===== config.mk =====
export PLATFORM = sky130hd
export DESIGN_NAME = sr_pulse_gen_flat
export DESIGN_NICKNAME = d
export VERILOG_FILES = /design/src/rtl/sr_pulse_gen_if.sv /design/src/rtl/sr_pulse_gen.sv /design/src/flat_wrapper.sv
export SDC_FILE = /design/constraint.sdc
export NUM_CORES = 1
export LEC_CHECK = 0
export BUFFER_PORTS_ARGS = -buffer_cell sky130_fd_sc_hd__buf_4
export CAP_MARGIN = 0
export CORE_AREA = 4 4 41 43
export DETAILED_ROUTE_END_ITERATION = 10
export DIE_AREA = 0 0 45 47
export GPL_TIMING_DRIVEN = 0
export PLACE_DENSITY_LB_ADDON = 0.12
export SLEW_MARGIN = 0
export SYNTH_ARGS = -nofsm -noshare
export SYNTH_HDL_FRONTEND = slang
export SYNTH_SLANG_ARGS = --single-unit
export TNS_END_PERCENT = 50

===== constraint.sdc =====
create_clock -name clk -period 1.4 [get_ports clk]
set_clock_uncertainty 0.05 [all_clocks]
set_input_delay 0.35 -clock clk [delete_from_list [all_inputs] [get_ports clk]]
set_output_delay 0.35 -clock clk [all_outputs]
set_load 0.02 [all_outputs]

===== src/rtl/sr_pulse_gen_if.sv =====
// sr_pulse_gen_if: level inputs and pulse/level outputs of sr_pulse_gen
// Ports: ena (debounce enable), d (raw levels) from master;
//        s/r (set/reset pulses), q/nq (filtered level and inverse) from slave.
interface sr_pulse_gen_if #(parameter int WIDTH = 1);
  logic ena;
  logic [WIDTH-1:0] d, s, r, q, nq;
  modport master (output ena, d, input s, r, q, nq);
  modport slave (input ena, d, output s, r, q, nq);
endinterface


===== src/rtl/sr_pulse_gen.sv =====
// sr_pulse_gen: synchronize, debounce and turn level inputs into one-cycle set/reset pulses
// Ports: clk (rising edge), nrst (async active-low reset),
//        bus.ena/bus.d in; bus.s/bus.r pulses, bus.q filtered level, bus.nq = ~q out.
module sr_pulse_gen #(
  parameter int WIDTH = 1,
  parameter int SYNC_STAGES = 2,
  parameter int DEBOUNCE_CYCLES = 4,
  parameter logic INIT_LEVEL = 1'b0
) (
  input logic clk,
  input logic nrst,
  sr_pulse_gen_if.slave bus
);
  localparam int CW = $clog2(DEBOUNCE_CYCLES + 1);
  localparam logic [CW-1:0] LAST = CW'(DEBOUNCE_CYCLES - 1);
  localparam logic [WIDTH-1:0] INIT = {WIDTH{INIT_LEVEL}};
  logic [WIDTH-1:0] sync [SYNC_STAGES];
  logic [WIDTH-1:0] y, q, s, r, diff, hit;
  logic [CW-1:0] cnt [WIDTH];
  logic [CW-1:0] cnt_n [WIDTH];
  assign y = sync[SYNC_STAGES-1];
  always_ff @(posedge clk or negedge nrst)
    if (!nrst) begin
      for (int k = 0; k < SYNC_STAGES; k++) sync[k] <= INIT;
    end else begin
      sync[0] <= bus.d;
      for (int k = 1; k < SYNC_STAGES; k++) sync[k] <= sync[k-1];
    end
  // The flip happens on the edge that would take the count to DEBOUNCE_CYCLES,
  // so the counter clears instead of ever reaching or wrapping past it.
  for (genvar i = 0; i < WIDTH; i++) begin : g_ch
    assign diff[i] = y[i] ^ q[i];
    assign hit[i] = bus.ena & diff[i] & (cnt[i] == LAST);
    assign cnt_n[i] = (!diff[i] || hit[i]) ? '0 : bus.ena ? cnt[i] + CW'(1) : cnt[i];
  end
  always_ff @(posedge clk or negedge nrst)
    if (!nrst) begin
      q <= INIT;
      s <= '0;
      r <= '0;
      cnt <= '{default: '0};
    end else begin
      q <= q ^ hit;
      s <= hit & ~q;
      r <= hit & q;
      cnt <= cnt_n;
    end
  assign bus.q = q;
  assign bus.nq = ~q;
  assign bus.s = s;
  assign bus.r = r;
endmodule


===== src/flat_wrapper.sv =====
// flat-port wrapper written by rule: the top's interface ports become plain ports
module sr_pulse_gen_flat 
#(
  parameter int WIDTH = 1,
  parameter int SYNC_STAGES = 2,
  parameter int DEBOUNCE_CYCLES = 4,
  parameter logic INIT_LEVEL = 1'b0
)
  (clk, nrst, bus_ena, bus_d, bus_s, bus_r, bus_q, bus_nq);
  sr_pulse_gen_if #(.WIDTH(WIDTH)) bus_i ();
  input logic clk;
  input logic nrst;
  input wire logic [$bits(bus_i.ena)-1:0] bus_ena;
  input wire logic [$bits(bus_i.d)-1:0] bus_d;
  output wire logic [$bits(bus_i.s)-1:0] bus_s;
  output wire logic [$bits(bus_i.r)-1:0] bus_r;
  output wire logic [$bits(bus_i.q)-1:0] bus_q;
  output wire logic [$bits(bus_i.nq)-1:0] bus_nq;
  assign bus_i.ena = bus_ena;
  assign bus_i.d = bus_d;
  assign bus_s = bus_i.s;
  assign bus_r = bus_i.r;
  assign bus_q = bus_i.q;
  assign bus_nq = bus_i.nq;
  sr_pulse_gen #(.WIDTH(WIDTH), .SYNC_STAGES(SYNC_STAGES), .DEBOUNCE_CYCLES(DEBOUNCE_CYCLES), .INIT_LEVEL(INIT_LEVEL)) u_core (.clk(clk), .nrst(nrst), .bus(bus_i));
endmodule

==> summary.md, run 1 <==
| Metric | Value |
|---|---|
| Run status | `finished, final reports clean` |
| Diodes inserted | `0` |
| Core Area | `1300 um^2` |
| Final cycle utilization of the critical path | `0.980` |
| PwrDens | `1490 nW/um^2` |
| Period minus WS final | `1.37 ns` |
| Setup Viol. Count Final | `0` |
| Type of the worst setup path | `flip-flop to flip-flop` |
| WL final | `546 um` |
| Min-delay src | `bus_d` |
| Initial antenna violation count | `0` |
| Rel. slew slack | `0.773` |
| CP Launch Type | `flip-flop` |
| Initial Util | `0.252` |
| #FFs+latches synth | `8` |
| Crit path from | `u_core.cnt[1]$_DFFE_PN0P_` |
| Worst Setup End Kind | `flip-flop` |
| Die area | `2120 um^2` |
| Largest net degree at the start of global routing | `9` |
| Clk_lat worst skew | `0.25 ns` |
| CP Cell Sequence | `ha_2, ha_4, or3b_1, a21oi_1` |
| Sequential fraction of the synthesis area | `0.611` |
| CTS max path bufs | `2` |
| Chip height | `47 um` |
| Routed len/inst | `10.1 um` |
| Crit-path max cell delay | `0.38 ns` |
| TritonCTS Sinks | `8` |
| Max-slew violations | `0` |
| Grt ovf | `0` |
| Worst-margin pin slew | `0.338 ns` |
| Hold Vio Cnt, Final | `0` |
| Synth Area in Compound Gates | `0.0458` |
| Worst r2r src | `u_core.cnt[1]$_DFFE_PN0P_` |
| Hold Crit Endpoint | `u_core.sync[1]$_DFF_PN0_` |
| FF-to-FF End | `u_core.cnt[2]$_DFFE_PN0P_` |
| Pwr Total | `0.000697 W` |
| Clk slew on worst S/H paths | `0.05 ns` |
| Drt first pass iters | `3` |
| HP Class | `input port to flip-flop` |
| Die W | `45 um` |
| Post-layout net count | `47` |
| Unrepaired setup endpoints after global routing | `yes` |
| Clock Tree Root | `clkbuf_4` |
| Worst Path Max Fanout | `2` |
| Slowest stage cell, crit path | `dfrtp_1` |
| Worst VDD drop | `0.660 mV` |
| Antenna viol nets, final | `0` |
| # IOs | `8` |
| Worst hold slack | `0.159 ns` |
| Ys Warns | `0` |
| H-tree Lvls | `1` |
| Area of the multi-input gates | `141 um^2` |
| XOR/XNOR Fraction of Synth Area | `0.0267` |
| Register Area | `200 um^2` |
| Layout area overhead | `42.7%` |
| Post-synthesis adder-cell area fraction | `0.0763` |
| Min-Delay Path Depth | `1` |
| Synth unique cells | `12` |
| Sw Share | `0.303` |
| Cell Int Power | `0.000486 W` |
| Util after Layout | `0.360` |
| Layout fillers | `136` |
| P_leak | `0.211 nW` |
| Total Routing Usage GR | `0.0600` |
| Reg2reg path depth | `4` |
| Port Buffers | `7` |
| Critical Path RT | `1.53 ns` |
| WP data arrival | `1.50 ns` |
| Flop-to-flop setup slack | `0.03 ns` |
| Main combinational cell family by area after synthesis | `simple AND/OR/NAND/NOR gates` |
| Site row count | `13` |
| RePlAce Congestion | `0.675` |
| Vias per cell | `4.22` |
| Mux cell area share after synthesis | `0.0344` |
| Post-Syn Instances | `26` |
| Syn Std Cell Area | `328 um^2` |
| Syn Area/Cell | `12.6 um^2` |
| TritonCTS Buffers | `3` |
| First-pass GRT wire length | `779 um` |
| Gate power share | `0.330` |
| Commonest non-fill, non-tap cell in the layout | `buf_4` |
| Reported net switching power | `0.000211 W` |
| Number of global-route vias before repair | `191` |
| Post-Synth Simple-Gate Area | `0.183` |
| Most frequent cells in the layout | `buf_4 (9), dfrtp_1 (8), nand2b_1 (3), clkbuf_4 (3)` |
| Vias | `228` |
| Iter 0 DRT Violations | `3` |
| Max_cap viols | `0` |
| Fmax | `0.729 GHz` |
| Syn Nets | `32` |
| Number of remaining DRC errors | `0` |
| Share of layout cells above drive strength 1 | `0.410` |
| Clk pwr share | `0.242` |
| CTS tree | `built` |
| Detailed Place HPWL | `397 um` |
| Sequential fraction of design power | `0.429` |
[registers in the layout, indices dropped and copies added (netlist names)]
name,flops
u_core.bus.s,1
u_core.sync,1
u_core.cnt,3
u_core.y,1
u_core.bus.q,1
u_core.bus.r,1
[synthesized netlist by cell type]
| master | count | area [um^2] |
|---|---|---|
| nand3b_1 | 1 | 7.51 |
| or3b_1 | 2 | 17.5 |
| nor3b_1 | 1 | 7.51 |
| nor3_1 | 1 | 5.00 |
| xnor2_1 | 1 | 8.76 |
| a21oi_1 | 3 | 15.0 |
| inv_1 | 2 | 7.51 |
| nand2_1 | 1 | 3.75 |
| ha_1 | 2 | 25.0 |
| dfrtp_1 | 8 | 200 |
| nand2b_1 | 3 | 18.8 |
| mux2_1 | 1 | 11.3 |
[area by class of cell]
| type | count | area share |
|---|---|---|
| multi-input combinational | 16 | 0.302 |
| timing repair buffer | 10 | 0.166 |
| tap | 15 | 0.0401 |
| clock buffer | 3 | 0.0481 |
| inverter | 2 | 0.0160 |
| sequential | 8 | 0.428 |
[worst max-delay path by stage]
stage                                     end  slack [ns]  depth (start not counted)
floorplan           u_core.cnt[2]$_DFFE_PN0P_        0.01                          4
global placement    u_core.cnt[2]$_DFFE_PN0P_       -0.02                          4
detailed placement  u_core.cnt[2]$_DFFE_PN0P_       -0.03                          4
CTS                 u_core.cnt[2]$_DFFE_PN0P_        0.02                          4
global route        u_core.cnt[2]$_DFFE_PN0P_       -0.01                          4
finish              u_core.cnt[2]$_DFFE_PN0P_        0.03                          4
[stage by stage]
| step | TNS [ns] | instances | area (um^2) | setup slack, ns |
|---|---|---|---|---|
| after CTS | 0 | 54 | 462 | 0.0249 |
| final | 0 | 54 | 468 | 0.0286 |
| after global placement | -0.0172 | 48 | 402 | -0.0172 |
| after detailed placement | -0.0451 | 48 | 402 | -0.0290 |
| after global routing | -0.0125 | 54 | 468 | -0.0125 |
| after floorplan | 0 | 26 | 330 | 0.0118 |
[worst max-delay path, delay by kind of cell, from the launching register on]
kind            cells  cell delay (ns)
fa+ha+maj           2             0.40
compound gates      1             0.13
flops               1             0.38
simple gates        1             0.34
[cells by family after synthesis]
group                    Yosys count
AO/OA/AOI/OAI                      3
multiplexers                       1
flip-flops                         8
AND/OR/NAND/NOR                    9
XOR/XNOR                           1
buffers and inverters              2
adder cells (fa/ha/maj)            2
[timing repair]
item / 4_1_cts / 5_1_grt
hold buffers: 1 / 0
pin swaps: 3 / 0
resized for setup: 1 / 2
buffers inserted: 2 / 0
endpoints found under the setup margin: 3 / 2
endpoints found under the hold margin: 8 / 0
[power by group through the flow]
stage | logic, W | clock network, W | registers (W)
2_1_floorplan | 0.0000936 | 0 | 0.000316
3_3_place_gp | 0.000175 | 0 | 0.000303
3_5_place_dp | 0.000177 | 0 | 0.000306
4_1_cts | 0.000217 | 0.000181 | 0.000299
5_1_grt | 0.000248 | 0.000203 | 0.000303
6_report | 0.000230 | 0.000169 | 0.000299
[layer usage]
metal  GRT usage  wire (um)  part of all wire  up-vias
li1            -          -                 -      114
met1      0.0659        258              0.47      107
met2      0.0734        240              0.44        7
met3      0.0690         47             0.086        0
met4      0.0175          0                 0        0
met5           0          0                 0        -
Note: power is estimated with default switching activity, not from simulation.
==> run 2, diff against run 1 <==
==> constraint.sdc (replaced) <==
create_clock -name clk -period 1.25 [get_ports clk]
set_clock_uncertainty 0.05 [all_clocks]
set_input_delay 0.3125 -clock clk [delete_from_list [all_inputs] [get_ports clk]]
set_output_delay 0.3125 -clock clk [all_outputs]
set_load 0.02 [all_outputs]
==> run 2 against run 1 <==
The flow now finishes with violations (negative setup slack). Highest routed layer unchanged. Sequential share of layout area fell by 1.2 points. Routed wire length rose by 2.9%. Critical path depth did not move. Power rose by 16%. Hold slack got worse by 0.038 ns. First-iteration DRC count fell by 100%. Utilization rose by 1.1 points. Cell area rose by 2.9%. Combinational power rose by 23%. Critical endpoint unchanged. Maximum frequency rose by 1.6%. Flip-flop and latch count did not move.
==> summary.md, run 2 (synthesis gave the netlist of run 1 again) <==
| Metric | Value |
|---|---|
| Run status | `complete, but fails checks (was finished, final reports clean)` |
| Failing checks | `negative setup slack` |
| Post-route setup slack | `-0.100 ns (was 0.0286 ns)` |
| Area of the multi-input gates | `144 um^2 (was 141 um^2)` |
| Grt peak-use layer | `met2 (unchanged)` |
| Min-delay src | `bus_d (unchanged)` |
| Hold Crit Endpoint | `u_core.sync[1]$_DFF_PN0_ (unchanged)` |
| Number of remaining DRC errors | `0 (unchanged)` |
| Worst VDD drop | `0.589 mV (was 0.660 mV)` |
| Clk slew on worst S/H paths | `0.05 ns (about the same)` |
| Commonest non-fill, non-tap cell in the layout | `buf_4 (unchanged)` |
| Gate power share | `0.350 (was 0.330)` |
| Initial Util | `0.252 (unchanged)` |
| Die area | `2120 um^2 (unchanged)` |
| Port Buffers | `7 (unchanged)` |
| Clock Tree Root | `clkbuf_4 (unchanged)` |
| Reg2reg path depth | `4 (unchanged)` |
| CP Launch Type | `flip-flop (unchanged)` |
| Die W | `45 um (unchanged)` |
| Crit-path max cell delay | `0.38 ns (about the same)` |
| Worst Setup End Kind | `flip-flop (unchanged)` |
| Max-slew violations | `0 (unchanged)` |
| Clk pwr share | `0.236 (was 0.242)` |
| Sequential fraction of design power | `0.414 (was 0.429)` |
| Sw Share | `0.301 (was 0.303)` |
| H-tree Lvls | `1 (unchanged)` |
| Final Non-Filler Cells | `55 (was 54)` |
| Worst hold slack | `0.121 ns (was 0.159 ns)` |
| GRT met2 Usage | `0.0876 (was 0.0734)` |
| Worst Path Max Fanout | `2 (unchanged)` |
| Flop-to-flop setup slack | `-0.10 ns (was 0.03 ns)` |
| Register Area | `200 um^2 (unchanged)` |
| Slowest stage cell, crit path | `dfrtp_1 (unchanged)` |
| Layout fillers | `133 (was 136)` |
| TritonCTS Buffers | `3 (unchanged)` |
| CTS tree | `built (unchanged)` |
| Min-Delay Path Depth | `1 (unchanged)` |
| Share of layout cells above drive strength 1 | `0.450 (was 0.410)` |
| Met1 Resource Use GR | `0.0703 (was 0.0659)` |
| Largest net degree at the start of global routing | `9 (unchanged)` |
| Diodes inserted | `0 (unchanged)` |
| RePlAce Congestion | `0.747 (was 0.675)` |
| Number of global-route vias before repair | `205 (was 191)` |
| Max reg flops | `3 (unchanged)` |
| Setup Viol. Count Final | `4 (was 0)` |
| Chip height | `47 um (unchanged)` |
| PwrDens | `1680 nW/um^2 (was 1490 nW/um^2)` |
| # IOs | `8 (unchanged)` |
| Drt first pass iters | `1 (was 3)` |
| Worst-margin pin slew | `0.316 ns (was 0.338 ns)` |
| CP bufs+invs | `0 (unchanged)` |
| Routed len/inst | `10.2 um (was 10.1 um)` |
| CP Cell Sequence | `ha_2, ha_4, or3b_1, a21oi_1 (unchanged)` |
| Initial antenna violation count | `0 (unchanged)` |
| Type of the worst setup path | `flip-flop to flip-flop (unchanged)` |
| WL final | `562 um (was 546 um)` |
| Top reg by flops | `u_core.cnt (unchanged)` |
| Site row count | `13 (unchanged)` |
| FF-to-FF End | `u_core.cnt[2]$_DFFE_PN0P_ (unchanged)` |
| HP Class | `input port to flip-flop (unchanged)` |
| Placed insts | `48 (unchanged)` |
| Reported net switching power | `0.000243 W (was 0.000211 W)` |
| Core Area | `1300 um^2 (unchanged)` |
| Antenna viol nets, final | `0 (unchanged)` |
| Detailed Place HPWL | `392 um (was 397 um)` |
| Most frequent cells in the layout | `buf_4 (9), dfrtp_1 (8), nand2b_1 (3), clkbuf_4 (3) (unchanged)` |
| First-pass GRT wire length | `883 um (was 779 um)` |
| Unrepaired setup endpoints after global routing | `yes (unchanged)` |
| Hold Vio Cnt, Final | `0 (unchanged)` |
| Post-layout net count | `48 (was 47)` |
| Vias per cell | `4.13 (was 4.22)` |
| Layout area overhead | `46.9% (was 42.7%)` |
| Vias | `227 (was 228)` |
| Fmax | `0.741 GHz (was 0.729 GHz)` |
| WP data arrival | `1.48 ns (was 1.50 ns)` |
| Period minus WS final | `1.35 ns (was 1.37 ns)` |
| GRT met3 Usage | `0.0690 (unchanged)` |
| CP delay by family, top | `adder cells (unchanged)` |
| Worst r2r src | `u_core.cnt[1]$_DFFE_PN0P_ (unchanged)` |
| Final cycle utilization of the critical path | `1.08 (was 0.980)` |
| Critical Path RT | `1.38 ns (was 1.53 ns)` |
| P_leak | `0.218 nW (was 0.211 nW)` |
| CTS max path bufs | `2 (unchanged)` |
| Max_cap viols | `0 (unchanged)` |
| Iter 0 DRT Violations | `0 (was 3)` |
| Rel. slew slack | `0.788 (was 0.773)` |
| Clk_lat worst skew | `0.25 ns (about the same)` |
| TritonCTS Sinks | `8 (unchanged)` |
| Total Routing Usage GR | `0.0630 (was 0.0600)` |
| Grt ovf | `0 (unchanged)` |
| Cell Int Power | `0.000566 W (was 0.000486 W)` |
run 2: repair_timing:
action / CTS / global route
resized for setup: 3 / 2
endpoints found under the hold margin: 8 / 0
hold buffers: 1 / 0
setup endpoints to repair: 4 / 5
setup buffers: 2 / 1
pin swaps: 3 / 3
run 2: cell type report:
cell class	count	area share
clock buffers	3	0.0468
inverters	2	0.0156
multi-input cells	16	0.299
flip-flops and latches	8	0.416
well taps	15	0.0390
repair buffers	11	0.184
run 2: worst max path at each step:
stage,startpoint,end,slack (ns),depth (start not counted)
after floorplan,u_core.cnt[1]$_DFFE_PN0P_,u_core.cnt[2]$_DFFE_PN0P_,-0.11,4
after global placement,u_core.cnt[1]$_DFFE_PN0P_,u_core.cnt[2]$_DFFE_PN0P_,-0.13,4
after detailed placement,u_core.cnt[1]$_DFFE_PN0P_,u_core.cnt[2]$_DFFE_PN0P_,-0.16,4
after CTS,u_core.cnt[0]$_DFFE_PN0P_,u_core.cnt[2]$_DFFE_PN0P_,-0.14,4
after global routing,u_core.cnt[1]$_DFFE_PN0P_,u_core.cnt[2]$_DFFE_PN0P_,-0.13,4
final,u_core.cnt[1]$_DFFE_PN0P_,u_core.cnt[2]$_DFFE_PN0P_,-0.10,4
run 2: worst register-to-register path, delay by kind of cell, from the launching register on:
family	cells	cell delay, ns
flip-flops	1	0.38
adder cells (fa/ha/maj)	2	0.40
AO/OA/AOI/OAI	1	0.12
AND/OR/NAND/NOR	1	0.34
run 2: through the flow:
| step | total power (W) | area, um^2 | TNS (ns) | worst slack (ns) | util |
|---|---|---|---|---|---|
| after global placement | 0.000534 | 402 | -0.367 | -0.132 | 0.309 |
| after CTS | 0.000794 | 468 | -0.317 | -0.143 | 0.360 |
| after global routing | 0.000877 | 482 | -0.452 | -0.131 | 0.370 |
| after floorplan | 0.000458 | 330 | -0.216 | -0.106 | - |
| after detailed placement | 0.000541 | 402 | -0.440 | -0.163 | 0.309 |
| final | 0.000809 | 482 | -0.258 | -0.100 | 0.370 |
run 2: power by group through the flow:
stage / combinational [W] / sequential (W) / clock, W
after detailed placement: 0.000199 / 0.000343 / 0
after global routing: 0.000311 / 0.000341 / 0.000226
after global placement: 0.000195 / 0.000339 / 0
after floorplan: 0.000105 / 0.000354 / 0
final: 0.000283 / 0.000335 / 0.000191
after CTS: 0.000257 / 0.000334 / 0.000202
run 2: layer usage:
metal  routed length (um)  share of wire
met2                  258           0.46
met1                  240           0.43
met4                    0              0
met5                    0              0
met3                   63           0.11
==> run 3, diff against run 2 <==
==> constraint.sdc (replaced) <==
create_clock -name clk -period 1.2 [get_ports clk]
set_clock_uncertainty 0.05 [all_clocks]
set_input_delay 0.3 -clock clk [delete_from_list [all_inputs] [get_ports clk]]
set_output_delay 0.3 -clock clk [all_outputs]
set_load 0.02 [all_outputs]
==> run 3 against run 2 <==
The run still ends with negative setup slack left. Clock power up 4%. Flip-flop and latch count unchanged. Critical path depth unchanged. Sequential power up 6.6%. Die area unchanged. Maximum frequency down 0.65%. Worst setup slack worse by 0.059 ns. Register-to-register slack worse by 0.06 ns. Utilization up 1.6 points.
==> summary.md, run 3 (synthesis gave the netlist of run 1 again) <==
| Metric | Value |
|---|---|
| CP Launch Type | `flip-flop (unchanged)` |
| Port Buffers | `7 (unchanged)` |
| Commonest non-fill, non-tap cell in the layout | `buf_4 (unchanged)` |
| H-tree Lvls | `1 (unchanged)` |
| Unrepaired setup endpoints after global routing | `yes (unchanged)` |
| Most frequent cells in the layout | `buf_4 (9), dfrtp_1 (7), nand2b_1 (3), clkbuf_4 (3) (was buf_4 (9), dfrtp_1 (8), nand2b_1 (3), clkbuf_4 (3))` |
| Chip height | `47 um (unchanged)` |
| Detailed Place HPWL | `392 um (unchanged)` |
| Share of layout cells above drive strength 1 | `0.537 (was 0.450)` |
| Worst-margin pin slew | `0.319 ns (was 0.316 ns)` |
| Grt ovf | `0 (unchanged)` |
| Failing checks | `negative setup slack (unchanged)` |
| TritonCTS Buffers | `3 (unchanged)` |
| Post-layout net count | `49 (was 48)` |
| Worst hold slack | `0.109 ns (was 0.121 ns)` |
| Clock Tree Root | `clkbuf_4 (unchanged)` |
| Placed Instance Area | `402 um^2 (unchanged)` |
| Site row count | `13 (unchanged)` |
| Critical Path RT | `1.33 ns (was 1.38 ns)` |
| Worst Path Max Fanout | `4 (was 2)` |
| Run status | `complete, but fails checks (unchanged)` |
| Drt first pass iters | `1 (unchanged)` |
| Top reg by flops | `u_core.cnt (unchanged)` |
| Layout area overhead | `53.4% (was 46.9%)` |
| Fmax | `0.736 GHz (was 0.741 GHz)` |
| Clk_lat worst skew | `0.25 ns (about the same)` |
| First-pass GRT wire length | `883 um (unchanged)` |
| Vias | `233 (was 227)` |
| Setup Viol. Count Final | `4 (unchanged)` |
| Post-route setup slack | `-0.159 ns (was -0.100 ns)` |
| WP data arrival | `1.48 ns (about the same)` |
| Initial antenna violation count | `0 (unchanged)` |
| Largest net degree at the start of global routing | `9 (unchanged)` |
| Routed len/inst | `10.8 um (was 10.2 um)` |
| # IOs | `8 (unchanged)` |
| Max reg flops | `3 (unchanged)` |
| Max_cap viols | `0 (unchanged)` |
| Flop-to-flop setup slack | `-0.16 ns (was -0.10 ns)` |
| Number of remaining DRC errors | `0 (unchanged)` |
| Clk slew on worst S/H paths | `0.05 ns (about the same)` |
| Worst Setup End Kind | `flip-flop (unchanged)` |
| P_leak | `0.235 nW (was 0.218 nW)` |
| Rel. slew slack | `0.786 (was 0.788)` |
| PwrDens | `1780 nW/um^2 (was 1680 nW/um^2)` |
| Diodes inserted | `0 (unchanged)` |
| Die W | `45 um (unchanged)` |
| WL final | `605 um (was 562 um)` |
| Pwr Total | `0.000897 W (was 0.000809 W)` |
| Type of the worst setup path | `flip-flop to flip-flop (unchanged)` |
| Layout fillers | `132 (was 133)` |
| Core Area | `1300 um^2 (unchanged)` |
| Period minus WS final | `1.36 ns (was 1.35 ns)` |
| CTS tree | `built (unchanged)` |
| Vias per cell | `4.16 (was 4.13)` |
| RePlAce Congestion | `0.747 (unchanged)` |
| HP Class | `input port to flip-flop (unchanged)` |
| CTS max path bufs | `2 (unchanged)` |
| Max-slew violations | `0 (unchanged)` |
| Hold Vio Cnt, Final | `0 (unchanged)` |
| Die area | `2120 um^2 (unchanged)` |
| Antenna viol nets, final | `0 (unchanged)` |
| Worst VDD drop | `0.647 mV (was 0.589 mV)` |
| Total Routing Usage GR | `0.0630 (unchanged)` |
| Number of global-route vias before repair | `206 (was 205)` |
| Final cycle utilization of the critical path | `1.13 (was 1.08)` |
| Initial Util | `0.252 (unchanged)` |
| Post-route cell area | `503 um^2 (was 482 um^2)` |
| TritonCTS Sinks | `8 (unchanged)` |
| Iter 0 DRT Violations | `0 (unchanged)` |
==> run 3: worst paths after layout <==
check	startpoint	endpoint	depth (start not counted)
worst max-delay path	u_core.cnt[1]$_DFFE_PN0P_	u_core.cnt[0]$_DFFE_PN0P_	4
worst min-delay path	bus_d	u_core.sync[1]$_DFF_PN0_	1
worst max register to register	u_core.cnt[1]$_DFFE_PN0P_	u_core.cnt[0]$_DFFE_PN0P_	4
worst min register to register	u_core.sync[1]$_DFF_PN0_	u_core.y$_DFF_PN0_	0
max in group asynchronous	nrst	u_core.bus.q$_DFF_PN0_	2
min in group asynchronous	nrst	u_core.cnt[2]$_DFFE_PN0P_	2
==> run 3: area by class of cell <==
cell class / instances / area [um^2] / area share
Multi-Input combinational cell: 16 / 153 / 0.303
Timing Repair Buffer: 12 / 100 / 0.199
Tap cell: 15 / 18.8 / 0.0373
Inverter: 2 / 7.51 / 0.0149
Sequential cell: 8 / 201 / 0.400
Clock buffer: 3 / 22.5 / 0.0448
==> run 3: power breakdown <==
part	switching [W]	internal (W)	leakage, nW
combinational	0.000143	0.000199	0.118
clock	0.0000838	0.000114	0.0138
sequential	0.0000400	0.000317	0.104
total	0.000267	0.000630	0.235
==> run 3: per-layer routing <==
| metal | global-route usage | wire [um] | vias to the layer above | part of all wire |
|---|---|---|---|---|
| li1 | - | - | 117 | - |
| met1 | 0.0703 | 248 | 108 | 0.41 |
| met2 | 0.0876 | 292 | 8 | 0.48 |
| met3 | 0.0690 | 63 | 0 | 0.10 |
| met4 | 0 | 0 | 0 | 0 |
| met5 | 0 | 0 | - | 0 |
==> run 3: critical path, stage by stage, from the launching register on <==
cell and delay, ns:
dfrtp_1 0.38, ha_2 0.20, ha_4 0.17, or3b_4 0.37, a21oi_2 0.12
==> run 3: timing repair <==
action                                  4_1_cts  5_1_grt
setup buffers                                 2        2
hold buffers                                  1        0
endpoints found under the setup margin        6        6
resized for setup                             5        5
pin swaps                                     3        5
endpoints found under the hold margin         8        0
==> run 3: metrics by stage <==
step | TNS (ns) | utilization | std cells | worst slack [ns]
5_1_grt | -0.549 | 0.387 | 56 | -0.186
6_report | -0.404 | 0.387 | 56 | -0.159
3_5_place_dp | -0.603 | 0.309 | 48 | -0.213
3_3_place_gp | -0.517 | 0.309 | 48 | -0.182
4_1_cts | -0.494 | 0.366 | 54 | -0.193
2_1_floorplan | -0.366 | - | 26 | -0.156
